File: src/rtl/ulbc128_round_ctrl.sv
// Round sequencer for the iterative uLBC-128 datapath: host handshake, round index,
// round-constant LFSR and load/round/final-round strobes.
module ulbc128_round_ctrl #(
  parameter int          ROUNDS  = 28,
  parameter int          CNT_W   = 5,
  parameter logic [5:0]  RC_INIT = 6'h01
) (
  input  logic             i_clk,
  input  logic             i_rst,
  input  logic             i_start,
  output logic             o_in_ready,
  input  logic             i_abort,
  input  logic             i_out_ready,
  output logic             o_out_valid,
  output logic             o_ld_en,
  output logic             o_rnd_en,
  output logic             o_mc_bypass,
  output logic [CNT_W-1:0] o_rnd_idx,
  output logic [5:0]       o_rc
);

  typedef enum logic [1:0] {
    S_IDLE  = 2'd0,
    S_ROUND = 2'd1,
    S_LAST  = 2'd2,
    S_HOLD  = 2'd3
  } state_t;

  localparam logic [CNT_W-1:0] IDX_PRELAST = CNT_W'(ROUNDS - 2);
  localparam logic [CNT_W-1:0] IDX_ONE     = CNT_W'(1);

  state_t             r_state;
  state_t             w_state_nxt;
  logic [CNT_W-1:0]   r_rnd_idx;
  logic [CNT_W-1:0]   w_rnd_idx_nxt;
  logic [5:0]         r_rc;
  logic [5:0]         w_rc_nxt;

  // x^6 + x^5 + 1 style LFSR, maximal length (63) from any nonzero seed
  function automatic logic [5:0] lfsr_next(input logic [5:0] r);
    return {r[4:0], r[5] ^ r[4]};
  endfunction

  // state, round index and round constant registers
  always_ff @(posedge i_clk or posedge i_rst) begin
    if (i_rst) begin
      r_state   <= S_IDLE;
      r_rnd_idx <= '0;
      r_rc      <= RC_INIT;
    end else begin
      r_state   <= w_state_nxt;
      r_rnd_idx <= w_rnd_idx_nxt;
      r_rc      <= w_rc_nxt;
    end
  end

  // next-state logic and decoded strobes; abort suppresses the round update in its own cycle
  always_comb begin
    w_state_nxt   = r_state;
    w_rnd_idx_nxt = r_rnd_idx;
    w_rc_nxt      = r_rc;
    o_in_ready    = 1'b0;
    o_out_valid   = 1'b0;
    o_ld_en       = 1'b0;
    o_rnd_en      = 1'b0;
    o_mc_bypass   = 1'b0;
    case (r_state)
      S_IDLE: begin
        o_in_ready = 1'b1;
        o_ld_en    = i_start;
        if (i_start) begin
          w_state_nxt   = S_ROUND;
          w_rnd_idx_nxt = '0;
          w_rc_nxt      = RC_INIT;
        end else begin
          w_state_nxt   = S_IDLE;
        end
      end
      S_ROUND: begin
        if (i_abort) begin
          w_state_nxt = S_IDLE;
        end else begin
          o_rnd_en      = 1'b1;
          w_rnd_idx_nxt = r_rnd_idx + IDX_ONE;
          w_rc_nxt      = lfsr_next(r_rc);
          if (r_rnd_idx == IDX_PRELAST) begin
            w_state_nxt = S_LAST;
          end else begin
            w_state_nxt = S_ROUND;
          end
        end
      end
      S_LAST: begin
        if (i_abort) begin
          w_state_nxt = S_IDLE;
        end else begin
          o_rnd_en    = 1'b1;
          o_mc_bypass = 1'b1;
          w_state_nxt = S_HOLD;
        end
      end
      S_HOLD: begin
        o_out_valid = 1'b1;
        if (i_out_ready) begin
          w_state_nxt = S_IDLE;
        end else begin
          w_state_nxt = S_HOLD;
        end
      end
      default: begin
        w_state_nxt = S_IDLE;
      end
    endcase
  end

  assign o_rnd_idx = r_rnd_idx;
  assign o_rc      = r_rc;

endmodule
File: config.mk
export PLATFORM = sky130hd
export DESIGN_NAME = ulbc128_round_ctrl
export DESIGN_NICKNAME = d
export VERILOG_FILES = /design/src/rtl/ulbc128_round_ctrl.sv
export SDC_FILE = /design/constraint.sdc
export NUM_CORES = 1
export LEC_CHECK = 0
export ABC_AREA = 0
export CORE_UTILIZATION = 47
export DETAILED_ROUTE_END_ITERATION = 8
export PLACE_DENSITY = 0.73
export SLEW_MARGIN = 20
export SYNTH_ARGS = -nofsm -noshare
export SYNTH_HDL_FRONTEND = slang
export SYNTH_SLANG_ARGS = --single-unit
File: constraint.sdc
create_clock -name i_clk -period 1.6 [get_ports i_clk]
set_input_delay 0.4 -clock i_clk [delete_from_list [all_inputs] [get_ports i_clk]]
set_output_delay 0.4 -clock i_clk [all_outputs]
set_load 0.02 [all_outputs]
==> metrics <==
part of the power in registers 28.5%; GPL Wtd Cong 0.707; Max Cap Violations 0; met2 Usage GRT a little under two fifths; Syn Area/Cell 9.36 sq um; xor and xnor area share after synthesis under 10%; initial core utilization between 50 and 60%; Max Slew Vio Count 0; Post-Synth Simple-Gate Area 26.1%; Critical path buffers and inverters 2; PwrDens 1640 mW/mm^2; Mapped Cells 89; Core Region between 0.0015 and 0.002 sq mm; clk sinks 13; Routed WL roughly 1900 microns; Setup CP Type reg2out; clk buf depth 2; register bit total from synthesis 13; CTS H-tree depth 1; Cell Area, Synth 833 sq um; largest cells by area after synthesis dfrtp_1 36%, ha_1 9.0%, a22o_1 7.4%; CP Cell Sequence inv_2, ha_4, nor2b_4, buf_6; Adder-Cell Fraction of Synth Area between 9 and 10%; wire per inst 13.8 microns; fmax 0.615 GHz; Critical Path RT 1.20 ns; clock share of power 10.6%; clk_lat worst skew 0.28 ns; slew margin rel. between 60% and 70%; CTS buffer count 3; Worst Skew 0.00276 ns; worst vdd ir slightly below 1 mV; initial DRC count 15; delay-heaviest family, CP flip-flops; WP data arrival between 1 and 1.5 ns; CTS tree done; leakage power 0.000618 uW; switching share of power 42.6%; Util after Layout roughly 78%; vias per cell ~5.5; die height 44.1 microns; top cell type by total area after synthesis dfrtp_1; DR pass1 iterations 6; Max stage delay cell, worst path dfrtp_1; final net count about 140; final hold violation count 0; post-synth top area share about 36%; GRT Total Usage between 20% and 30%; RSZ-0062 raised after global routing true; CP Capture Type output port; # fillers around 130; antenna-violating nets left 0; Final WS setup -0.0271 ns; violated checks design-rule violations, negative setup slack; Syn-to-layout area delta 46.8%; worst min path class in2async; CP Max Fanout 2; Synthesized Nets 100; register area share after synthesis approximately 39%; Most Crowded Layer GR met2; # rows 14; largest net degree at the start of global routing 20; run status complete, but fails checks; Overall Power ~2000 uW; grt met3 use 2.45%; remaining global-route overflow 0; antenna violations before repair 0; die footprint between 0.0015 and 0.002 sq mm; fin crit share 102%; main combinational cell family by area after synthesis simple AND/OR/NAND/NOR gates; multiplexer share of the synthesized area about 1.7%; met1 usage in global routing 29.2%; final setup violating endpoints 2; Warnings, synthesis 0; Net Sw Power between 800 and 900 uW; global-route wire length before repair approximately 3100 microns; max incr delay on CP roughly 0.41 ns; IO Port Bufs 20; Distinct cells, synth 29; r2r setup slk around 0.02 ns; fin crit period roughly 1.6 ns; Synth Area in Compound Gates between 15 and 20%; Logic pwr share approximately three fifths; IO Pins 21; Clock Tree Root clkbuf_4; drc violations 2; clock slew at reported path FFs 0.09 ns; Slew @ Worst Pin around 0.52 ns; vias in the first global route between 700 and 800; Post-DP HPWL 1360 microns; ANT cells 0; Startpoint Class register; share of cells above drive strength 1 a little under a third; Die W 44.1 microns; P_int approximately 1200 uW; hold buffer count at CTS 0; vias about 760
## flip-flops by register name (all words and copies together) (netlist names)
signal	cells
r_state	2
o_rc	6
o_rnd_idx	5
## worst paths after layout
| path | startpoint | endpoint | cells past startpoint |
|---|---|---|---|
| worst max register to register | r_state[0] | o_rnd_idx[3] | 6 |
| worst min-delay path | i_rst | o_rnd_idx[0] | 2 |
| worst min register to register | o_rc[3] | o_rc[3] | 1 |
| worst max-delay path | r_state[0] | o_rnd_en | 4 |
| min in group i_clk | o_rc[3] | o_rc[3] | 1 |
| max in group asynchronous | i_rst | o_rc[0] | 2 |
## per-layer routing
metal	vias up	part of all wire, %
met3	2	2.6
met5	-	0
met2	13	49
met4	0	0.93
li1	383	-
met1	366	47
## synthesized netlist by cell type, drive strengths merged
master and count:
a211o 1, a21oi 3, a22o 7, a31oi 2, and2 1, and2b 3
and4b 1, buf 2, clkbuf 2, dfrtp 12, dfstp 1, ha 6
inv 6, mux2i 1, nand2 11, nand2b 6, nand3 5, nand4b 2
nor2 1, nor2b 2, nor3 1, nor4bb 1, o211a 1, o21ai 6
o31ai 1, or2 1, or4b 2, xnor2 1
## power groups by stage
stage | Clock [uW] | Combinational (uW) | Sequential, uW
final | 214 | 1220 | 572
after global routing | 223 | 1320 | 591
after CTS | 215 | 1170 | 571
after detailed placement | 0 | 1200 | 579
after global placement | 0 | 1170 | 573
after floorplan | 0 | 514 | 707
## stage by stage
| stage | instances | TNS [ns] | worst slack (ns) | instance area [sq um] | hold WS [ns] |
|---|---|---|---|---|---|
| 2_1_floorplan | 89 | 0 | 0.0965 | 836 | 0.276 |
| 3_3_place_gp | 135 | -3.39 | -0.429 | 1140 | 0.535 |
| 3_5_place_dp | 135 | -3.75 | -0.422 | 1140 | 0.543 |
| 4_1_cts | 139 | -0.0460 | -0.0242 | 1190 | 0.462 |
| 5_1_grt | 140 | -0.175 | -0.0667 | 1220 | 0.516 |
| 6_report | 140 | -0.0375 | -0.0271 | 1220 | 0.445 |
## layout by cell type, fill, tap and decap left out, types with 2 or more instances in the layout
master           instances
a21oi_1                  3
a22o_1                   7
a31oi_1                  2
and2b_1                  2
buf_4                   10
buf_6                    9
clkbuf_4                 3
clkdlybuf4s50_1          2
dfrtp_1                 12
dlygate4sd2_1           13
ha_1                     2
ha_2                     3
inv_1                    4
inv_2                    2
nand2_1                 11
nand2b_1                 6
nand3_1                  4
nand4b_1                 2
nor2b_4                  2
o21ai_1                  6
## area by class of cell
type / count / area [sq um] / area share (%)
multi-input cells: 66 / 513 / 41.9
well taps: 16 / 20.0 / 1.64
inverters: 6 / 22.5 / 1.84
repair buffers: 35 / 315 / 25.8
clock buffers: 4 / 26.3 / 2.15
flip-flops and latches: 13 / 327 / 26.7
## timing repair
action | 4_1_cts | 5_1_grt
pin swaps | 3 | 3
setup buffers | 0 | 1
setup endpoints to repair | 20 | 11
gates resized for setup | 52 | 8
## worst register-to-register path: cells and delay by family, from the launching register on
family        cells  cell delay (ns)
simple gates      3             0.79
flops             1             0.39
fa+ha+maj         1             0.17
buf+inv           2             0.18
## cells by family (layout without fill, tap and decap cells)
group,count (synthesis),count (layout)
AND/OR/NAND/NOR,37,37
AO/OA/AOI/OAI,21,21
flip-flops,13,13
buffers and inverters,10,45
adder cells (fa/ha/maj),6,6
XOR/XNOR,1,1
multiplexers,1,1
Note: power is estimated with default switching activity, not from simulation.
